===== config.mk =====
export PLATFORM = sky130hd
export DESIGN_NAME = bounce_gen
export DESIGN_NICKNAME = d
export VERILOG_FILES = /design/src/rtl/bounce_gen.sv
export SDC_FILE = /design/constraint.sdc
export NUM_CORES = 1
export LEC_CHECK = 0
export CORE_ASPECT_RATIO = 1.25
export CORE_MARGIN = 8
export CORE_UTILIZATION = 54
export CTS_CLUSTER_DIAMETER = 150
export CTS_CLUSTER_SIZE = 14
export DETAILED_ROUTE_END_ITERATION = 10
export GPL_ROUTABILITY_DRIVEN = 1
export PLACE_DENSITY = 0.74
export REMOVE_ABC_BUFFERS = 1
export SKIP_CTS_REPAIR_TIMING = 1
export SYNTH_ARGS = -nofsm -noshare
export SYNTH_HDL_FRONTEND = slang
export SYNTH_SLANG_ARGS = --single-unit

===== constraint.sdc =====
create_clock -name clk -period 3.5 [get_ports clk]
set_clock_uncertainty 0.1 [all_clocks]
set_input_delay 0.7 -clock clk [delete_from_list [all_inputs] [get_ports clk]]
set_output_delay 0.7 -clock clk [all_outputs]
set_load 0.005 [all_outputs]

===== src/rtl/bounce_gen.sv =====
// Synthetic switch-bounce generator: on start, drives sw_out through 2*NB
// LFSR-timed glitches, lands on the requested level, then holds it to settle.
module bounce_gen #(
   parameter int          NB         = 4,
   parameter int          SEG_W      = 4,
   parameter int          SETTLE_CYC = 1024,
   parameter logic [15:0] SEED       = 16'hACE1
) (
   input  logic       clk,
   input  logic       reset_n,
   input  logic       start,
   input  logic       level,
   output logic       sw_out,
   output logic       busy,
   output logic       done,
   output logic [7:0] edge_cnt
);

   localparam int              TOG_W   = 5;
   localparam logic [TOG_W-1:0] TOG_MAX = TOG_W'(2 * NB);
   localparam int              ST_W    = (SETTLE_CYC > 1) ? $clog2(SETTLE_CYC) : 1;
   localparam logic [ST_W-1:0] ST_LOAD = ST_W'(SETTLE_CYC - 1);

   typedef enum logic [1:0] {
      IDLE,
      BOUNCE,
      SETTLE
   } state_e;

   state_e           state_q, state_d;
   logic [15:0]      lfsr_q, lfsr_d;
   logic [SEG_W-1:0] seg_q, seg_d;
   logic [TOG_W-1:0] tog_q, tog_d;
   logic [ST_W-1:0]  set_q, set_d;
   logic             tgt_q, tgt_d;
   logic             sw_q, sw_d;
   logic             busy_q, busy_d;
   logic             done_q, done_d;
   logic [7:0]       edge_q, edge_d;

   logic             lfsr_fb;
   logic [15:0]      lfsr_nxt;

   // x^16+x^14+x^13+x^11+1, shifting left with feedback entering at bit 0
   assign lfsr_fb  = lfsr_q[15] ^ lfsr_q[13] ^ lfsr_q[12] ^ lfsr_q[10];
   assign lfsr_nxt = {lfsr_q[14:0], lfsr_fb};

   always_ff @(posedge clk or negedge reset_n) begin
      if (!reset_n) begin
         state_q <= IDLE;
         lfsr_q  <= SEED;
         seg_q   <= '0;
         tog_q   <= '0;
         set_q   <= '0;
         tgt_q   <= 1'b0;
         sw_q    <= 1'b0;
         busy_q  <= 1'b0;
         done_q  <= 1'b0;
         edge_q  <= '0;
      end else begin
         state_q <= state_d;
         lfsr_q  <= lfsr_d;
         seg_q   <= seg_d;
         tog_q   <= tog_d;
         set_q   <= set_d;
         tgt_q   <= tgt_d;
         sw_q    <= sw_d;
         busy_q  <= busy_d;
         done_q  <= done_d;
         edge_q  <= edge_d;
      end
   end

   // seg_q holds L-1 so a segment of length L spans L cycles ending at zero
   always_comb begin
      state_d = state_q;
      lfsr_d  = lfsr_q;
      seg_d   = seg_q;
      tog_d   = tog_q;
      set_d   = set_q;
      tgt_d   = tgt_q;
      sw_d    = sw_q;
      busy_d  = busy_q;
      done_d  = 1'b0;

      case (state_q)
         IDLE: begin
            if (start) begin
               tgt_d   = level;
               seg_d   = lfsr_q[SEG_W-1:0];
               lfsr_d  = lfsr_nxt;
               tog_d   = '0;
               busy_d  = 1'b1;
               state_d = BOUNCE;
            end
         end
         BOUNCE: begin
            if (seg_q != '0) begin
               seg_d = seg_q - SEG_W'(1);
            end else if (tog_q < TOG_MAX) begin
               sw_d   = ~sw_q;
               tog_d  = tog_q + TOG_W'(1);
               seg_d  = lfsr_q[SEG_W-1:0];
               lfsr_d = lfsr_nxt;
            end else begin
               sw_d    = tgt_q;
               set_d   = ST_LOAD;
               state_d = SETTLE;
            end
         end
         SETTLE: begin
            if (set_q != '0) begin
               set_d = set_q - ST_W'(1);
            end else begin
               busy_d  = 1'b0;
               done_d  = 1'b1;
               state_d = IDLE;
            end
         end
         default: state_d = IDLE;
      endcase

      edge_d = edge_q + {7'd0, sw_d ^ sw_q};
   end

   assign sw_out   = sw_q;
   assign busy     = busy_q;
   assign done     = done_q;
   assign edge_cnt = edge_q;

endmodule


== After elaboration in Yosys (flattened, before gate mapping) ==
Cells that the tools add are included.

* Register bits: 49
* Bits in latches: 0
* RAM bits: 0
* Bits in read-only memories: 0
* Output and inout port bits: 11
* Word-level logic and storage cells: 70
* Memories: 0

* $add $sub $neg: 4
* Multiply operators: 0
* Div/mod/pow operators: 0
* Magnitude comparators: 1
* Equality and inequality tests: 9
* Shift-type cells: 0
* Multiplexer cells: 29
* Bitwise operators: 5
* Reductions and logical operators: 12

{| class="wikitable"
|+ Operator list
! operator !! count
|-
| $mux W16 || 3
|-
| $pmux W16 S2 || 1
|-
| $mux W10 || 3
|-
| $pmux W10 S2 || 1
|-
| $mux W5 || 3
|-
| $mux W4 || 3
|-
| $ne A2 B2 Y1 const B || 6
|-
| $reduce_and A4 Y1 || 3
|-
| $pmux W5 S2 || 1
|-
| $reduce_bool A10 Y1 || 1
|-
| $sub A10 B1 Y10 const B || 1
|-
| $add A8 B1 Y8 || 1
|-
| $mux W2 || 4
|-
| $pmux W4 S2 || 1
|-
| $mux W1 || 7
|-
| $pmux W2 S3 || 1
|-
| $reduce_and A3 Y1 || 2
|-
| $reduce_bool A2 Y1 || 3
|-
| $add A5 B1 Y5 const B || 1
|-
| $lt A5 B4 Y1 const B || 1
|-
| $reduce_bool A4 Y1 || 1
|-
| $sub A4 B1 Y4 const B || 1
|-
| $xor A1 B1 Y1 || 4
|-
| $ne A3 B3 Y1 const B || 1
|-
| other kinds (6) || 6
|}

== Logic depth before layout (Yosys ltp) ==
Gate-level depths: netlist of the first run.

* Depth in word-level cells: 6
* Depth in mapped cells: 10

== Worst setup path after synthesis of the first run ==
No wires, ideal clock.

* Kind: register to register
* Start: reg seg_q[0]
* End: reg edge_q[6], in the netlist edge_cnt[6]
* Library setup time: 0.123 ns
* Data arrival time: 2.129 ns
* Data required time: 3.277 ns
* Setup slack: 1.148 ns
* Stages on the path, launching flop included: 11
* Buffers on the path: 0
* Clock period less this slack: 2.352 ns
* Cells stage by stage: dfrtp_1 -> inv_1 -> ha_1 -> or3b_1 -> nor2_1 -> o21a_1 -> ha_1 -> ha_1 -> and3_1 -> nand3_1 -> xnor2_1

* Longest elaborated chain between the ends: 5

{| class="wikitable"
|+ Ends and longest elaborated chain
! element !! RTL line !! text
|-
| start, declared || 32 || <nowiki>logic [SEG_W-1:0] seg_q, seg_d;</nowiki>
|-
| start signal, assigned || 63 || <nowiki>seg_q <= seg_d;</nowiki>
|-
| $reduce_bool A4 Y1 || 98 || <nowiki>if (seg_q != '0) begin</nowiki>
|-
| $mux W1 || 98 ||
|-
| $mux W1 || 86 || <nowiki>case (state_q)</nowiki>
|-
| $xor A1 B1 Y1 || 123 || <nowiki>edge_d = edge_q + {7'd0, sw_d ^ sw_q};</nowiki>
|-
| $add A8 B1 Y8 || 123 ||
|-
| net edge_d[6] || 39 || <nowiki>logic [7:0] edge_q, edge_d;</nowiki>
|-
| end signal, assigned || 70 || <nowiki>edge_q <= edge_d;</nowiki>
|-
| end, declared || 39 ||
|}

The timed path passes the listed nets, and every way through them passes these cells.
A chain may end at the register's enable or synchronous reset.

== Final worst setup path of the first run ==
Ends and elaborated chain as after synthesis.

==> results_dict.tcl, run 1 <==
set metrics [dict create \
    dp_cells 291 \
    ys_warn_count 0 \
    clockBufferDepth 2 \
    drive_gt1_share_pct 11.1 \
    firstDrtPassIters 4 \
    cts_root_buf "clkbuf_8" \
    grt_max_degree 48 \
    rows 26 \
    wirelength_um 4030 \
    coreArea_mm2 0.00410 \
    relSlewSlack_pct 32.4 \
    fillers 372 \
    slowest_stage "or3b_1" \
    dpl-instance-area_mm2 0.00249 \
    grt_pass1_wl_um 7130 \
    cts_buffers 5 \
    required_ps 3590 \
    endpoint_kind "flip-flop" \
    max_stage_delay_ps 450 \
    timing.rr.start "seg_q[0]$_DFFE_PN0P_" \
    die-area_mm2 0.00660 \
    r2r_setup_slack_ps 950 \
    antenna_found_initial 0 \
    yosysTopAreaCell "dfrtp_1" \
    critPathKind "reg2reg" \
    min_path_type "reg2reg" \
    die_w_um 74.3 \
    drc 0 \
    finalSetupViolCount 0 \
    fin_crit_ps 2550 \
    max_freq_ghz 0.393 \
    avgRoutedWirePerCell_um 13.5 \
    cp-start-kind "flip-flop" \
    viasPerCell 5.33 \
    grt.busiest_layer "met2" \
    synth_edf_count 0 \
    grt_pass1_vias 1621 \
    met1_usage_pct 16.4 \
    track_usage_pct 14.2 \
    syn-mean-instance-area_um2 10.2 \
    utilization_pct 62.8 \
    final_cell_mix "63 x nand2_1, 41 x dfrtp_1, 15 x nor2_1" \
    rsz0062_at_grt "false" \
    stdcell_count 299 \
    fin_tns_setup_ps 0 \
    final_common_cell "nand2_1" \
    gp_congestion 0.879 \
    ir_drop_mv 0.232 \
    cp.arrival_ps 2630 \
    use_met2_pct 23.5 \
    yosysUniqueCellTypes 49 \
    start_util_pct 55.9 \
    p_per_area_mw_per_mm2 358 \
    syn_inst 224 \
    synthTopCellsByArea "dfrtp_1 45%, nand2_1 10%, dfstp_2 9.2%" \
    grt_overflow 0 \
    htreeDepth 2 \
    reg2reg_depth 10 \
    path_depth 10 \
    cp_top_family "simple AND/OR/NAND/NOR gates" \
    slew_violations 0 \
    vias 1593 \
    crit_end "edge_cnt[6]$_DFF_PN0_" \
    synth_top_area_share_pct 44.8 \
    crit_start "seg_q[0]$_DFFE_PN0P_" \
    p_leak_nw 1.16 \
    synthFlopType "dfrtp_1" \
    port_buffers 14 \
    io-pin-count 15 \
    clock_latency_ps 310 \
    ant_nets 0 \
    cts_tree "yes" \
    clkTransAtPathRegs_ps 90 \
    worstMarginPinSlew_ps 1010 \
    diodes 0 \
    regArea_mm2 0.00124 \
    fin_area_mm2 0.00257 \
    drtIter0Drc 88 \
    postSynth.asyncResetShare_pct 100 \
    ys_seq_area_share_pct 54.0 \
    path_common_cell "ha_1" \
    nNetsFinal 251 \
    die_h_um 88.8 \
    r2r_end "edge_cnt[6]$_DFF_PN0_" \
    syn_area_mm2 0.00229 \
    hpwl_um 2850 \
    syn2layout_area_growth_pct 12.3 \
    multiInputGateArea_mm2 0.00101 \
    cap_violations 0 \
    use_met3_pct 4.08 \
    hold_viol 0 \
    critical_path.cell_chain "inv_1, ha_1, or3b_1, nor2_1, o21a_1, ha_1, ha_1, and3_1, nand3_1, xnor2_1" \
    fin_crit_sh_pct 72.8 \
    crit_fanout 5 \
    status "complete, no violations" \
    hp-start "lfsr_q[11]$_DFFE_PN1P_" \
    worst-path-buf-inv 1 \
    ys_ff_latch 49 \
    clock_sinks 49 \
]
[synthesized netlist by cell type, types with 2 or more instances]
cell,number
nand2_1,63
dfrtp_1,41
nor2_1,15
o21ai_0,9
xnor2_1,9
dfstp_2,8
inv_1,6
mux2i_1,6
ha_1,5
nand3_1,5
buf_2,4
nor3_1,4
a21oi_1,3
o211ai_1,3
or4_1,3
xor2_1,3
a211oi_1,2
a41oi_1,2
o31ai_1,2
or3b_1,2
[per-stage QoR]
step	power, mW	hold slack (ps)	setup slack, ps
after floorplan	0.587	304	1020
after global placement	0.609	348	989
after detailed placement	0.610	351	907
after CTS	0.934	366	938
after global routing	0.958	394	798
final	0.920	365	953
[state kept, by name, indices dropped and copies added, names as in the netlist]
name      flops
busy          1
state_q       2
done          1
sw_out        1
tog_q         5
tgt_q         1
edge_cnt      8
lfsr_q       16
set_q        10
seg_q         4
[cell type report]
cell class	count	share of cell area (%)
sequential	49	48.0
multi-input combinational	164	39.2
timing repair buffer	16	5.83
tap	56	2.72
clock buffer	5	2.67
inverter	6	0.875
clock inverter	3	0.681
[layer usage]
metal  up-vias  wire (um)
met2        18       1960
li1        810          -
met3         4        122
met1       761       1880
met4         0         64
met5         -          0
[worst min-delay path by stage]
stage	slack (ps)	to	cells past startpoint
CTS	370	lfsr_q[6]$_DFFE_PN1P_	2
global placement	350	lfsr_q[5]$_DFFE_PN1P_	2
detailed placement	350	lfsr_q[7]$_DFFE_PN1P_	2
global route	390	lfsr_q[11]$_DFFE_PN1P_	2
floorplan	300	busy$_DFFE_PN0P_	0
finish	370	lfsr_q[11]$_DFFE_PN1P_	2
[report_power, final]
part | switching, mW | total (mW) | internal, mW
combinational | 0.0141 | 0.0241 | 0.0100
clock | 0.185 | 0.323 | 0.138
sequential | 0.00375 | 0.573 | 0.570
total | 0.203 | 0.920 | 0.718
[tightest hold or removal path, cell delays in order, from the launching register on]
cell and delay, ps:
dfstp_2 380, nand2_1 50, nand2_1 50
[kinds of logic after synthesis]
family,share of synthesized area (%)
muxes,2.62
adders and majority gates,2.73
DFF,54.0
buffers and inverters,2.02
AOI/OAI and AO/OA,10.2
xor gates and xnor gates,4.59
and+or+nand+nor,23.9
Power figures use the tool's default switching activity.
==> inputs of run 2 (changes only) <==
- clock period: 3.5 -> 2.47 ns (I/O delays scaled with it)
==> run 2 against run 1 <==
Flip-flop and latch count did not move. Combinational power rose by 43%. Worst setup slack got worse by 780 ps. Sequential share of layout area fell by 0.89 points. Non-clock buffer count rose by 7. Clock-buffer cell count rose by 1. Final cell count rose by 2.3%. First-iteration DRC count fell by 10%. Clock power rose by 36%.
==> results_dict.tcl, run 2 (same netlist as run 1, synthesis figures left out) <==
set metrics [dict create \
    status "complete, no violations" \
    min_path_type "in2async" \
    grt_max_degree 50 \
    p_per_area_mw_per_mm2 490 \
    clkTransAtPathRegs_ps 80 \
    clock_latency_ps 290 \
    ant_nets 0 \
    slew_violations 0 \
    largest_reg_flops 16 \
    wirelength_um 4190 \
    fin_crit_ps 2300 \
    grt_overflow 0 \
    dp_cells 298 \
    p_leak_nw 1.20 \
    path_depth 10 \
    diodes 0 \
    cap_violations 0 \
    gp_congestion 0.806 \
    syn2layout_area_growth_pct 14.5 \
    drtIter0Drc 79 \
    endpoint_kind "flip-flop" \
    use_met2_pct 24.6 \
    final_common_cell "nand2_1" \
    track_usage_pct 13.7 \
    cts_root_buf "clkbuf_8" \
    finalSetupViolCount 0 \
    critical_path.cell_chain "inv_1, ha_1, or3b_1, nor2_1, o21a_1, ha_1, ha_1, and3_1, nand3_1, xnor2_1" \
    hold_slack_ps 182 \
    ir_drop_mv 0.293 \
    die-area_mm2 0.00660 \
    relSlewSlack_pct 47.1 \
    cts_tree "yes" \
    hpwl_um 2990 \
    cp-start-kind "flip-flop" \
    cp.arrival_ps 2380 \
    clockBufferDepth 2 \
    slowest_stage "dfrtp_1" \
    grt_pass1_wl_um 7040 \
    drc 0 \
    fin_tns_setup_ps 0 \
    htreeDepth 2 \
    fin_crit_sh_pct 93.0 \
    io-pin-count 15 \
    final_cell_mix "63 x nand2_1, 41 x dfrtp_1, 15 x nor2_1" \
    grt.busiest_layer "met2" \
    vias 1649 \
    hold_viol 0 \
    max_stage_delay_ps 420 \
    port_buffers 14 \
    drive_gt1_share_pct 13.2 \
    grt_pass1_vias 1609 \
    start_util_pct 55.9 \
    cp_top_family "simple AND/OR/NAND/NOR gates" \
    fin_ws_ps 173 \
    firstDrtPassIters 4 \
    path_common_cell "ha_1" \
    critPathKind "reg2reg" \
    nNetsFinal 258 \
    dp_worst_setup_slack_ps 158 \
    stdcell_count 306 \
    met1_usage_pct 15.5 \
    required_ps 2550 \
    antenna_found_initial 0 \
    crit_fanout 5 \
    reg2reg_depth 10 \
    coreArea_mm2 0.00410 \
    rows 26 \
    clock_sinks 49 \
    worstMarginPinSlew_ps 794 \
    avgRoutedWirePerCell_um 13.7 \
    largest_register "lfsr_q" \
    worst-path-buf-inv 1 \
    fillers 356 \
    die_w_um 74.3 \
    rsz0062_at_grt "false" \
    use_met3_pct 3.63 \
    viasPerCell 5.39 \
    max_freq_ghz 0.435 \
    cts_buffers 5 \
    die_h_um 88.8 \
]
run 2: layout make-up:
cell class,count,area (um^2),area share [%]
clock buffers,6,72.6,2.77
clock inverters,2,10.0,0.382
inverters,6,22.5,0.859
well taps,56,70.1,2.67
flip-flops and latches,49,1240,47.1
repair buffers,23,203,7.73
multi-input cells,164,1010,38.5
run 2: report_power, final:
| part | total, mW | switching (mW) | internal (mW) |
|---|---|---|---|
| sequential | 0.813 | 0.00566 | 0.807 |
| clock | 0.438 | 0.242 | 0.196 |
| combinational | 0.0345 | 0.0203 | 0.0142 |
run 2: final timing paths:
path | slack, ps | startpoint | endpoint
hold / removal | 180 | reset_n | set_q[5]$_DFFE_PN0P_
setup / recovery | 170 | seg_q[0]$_DFFE_PN0P_ | edge_cnt[6]$_DFF_PN0_
setup reg to reg | 170 | seg_q[0]$_DFFE_PN0P_ | edge_cnt[6]$_DFF_PN0_
hold reg to reg | 360 | lfsr_q[6]$_DFFE_PN1P_ | lfsr_q[7]$_DFFE_PN1P_
min in group clk | 360 | lfsr_q[6]$_DFFE_PN1P_ | lfsr_q[7]$_DFFE_PN1P_
max in group asynchronous | 1660 | reset_n | set_q[0]$_DFFE_PN0P_
run 2: per-stage QoR:
step	area [um^2]	power, mW	utilization, %
after floorplan	2270	0.832	-
after global placement	2540	0.864	62.0
after detailed placement	2540	0.864	62.0
after CTS	2620	1.31	64.0
after global routing	2620	1.34	64.0
final	2620	1.29	64.0
run 2: routing by layer:
metal / wire, um / vias to the layer above
met2: 2160 / 18
met4: 47 / 0
li1: - / 823
met3: 147 / 5
met5: 0 / -
met1: 1840 / 803
run 2: worst reg2reg max path, delay by kind of cell, from the launching register on:
family / cells / cell delay, ps
xor gates and xnor gates: 1 / 130
adders and majority gates: 3 / 530
AOI/OAI and AO/OA: 1 / 140
buffers and inverters: 1 / 70
and+or+nand+nor: 4 / 820
DFF: 1 / 420
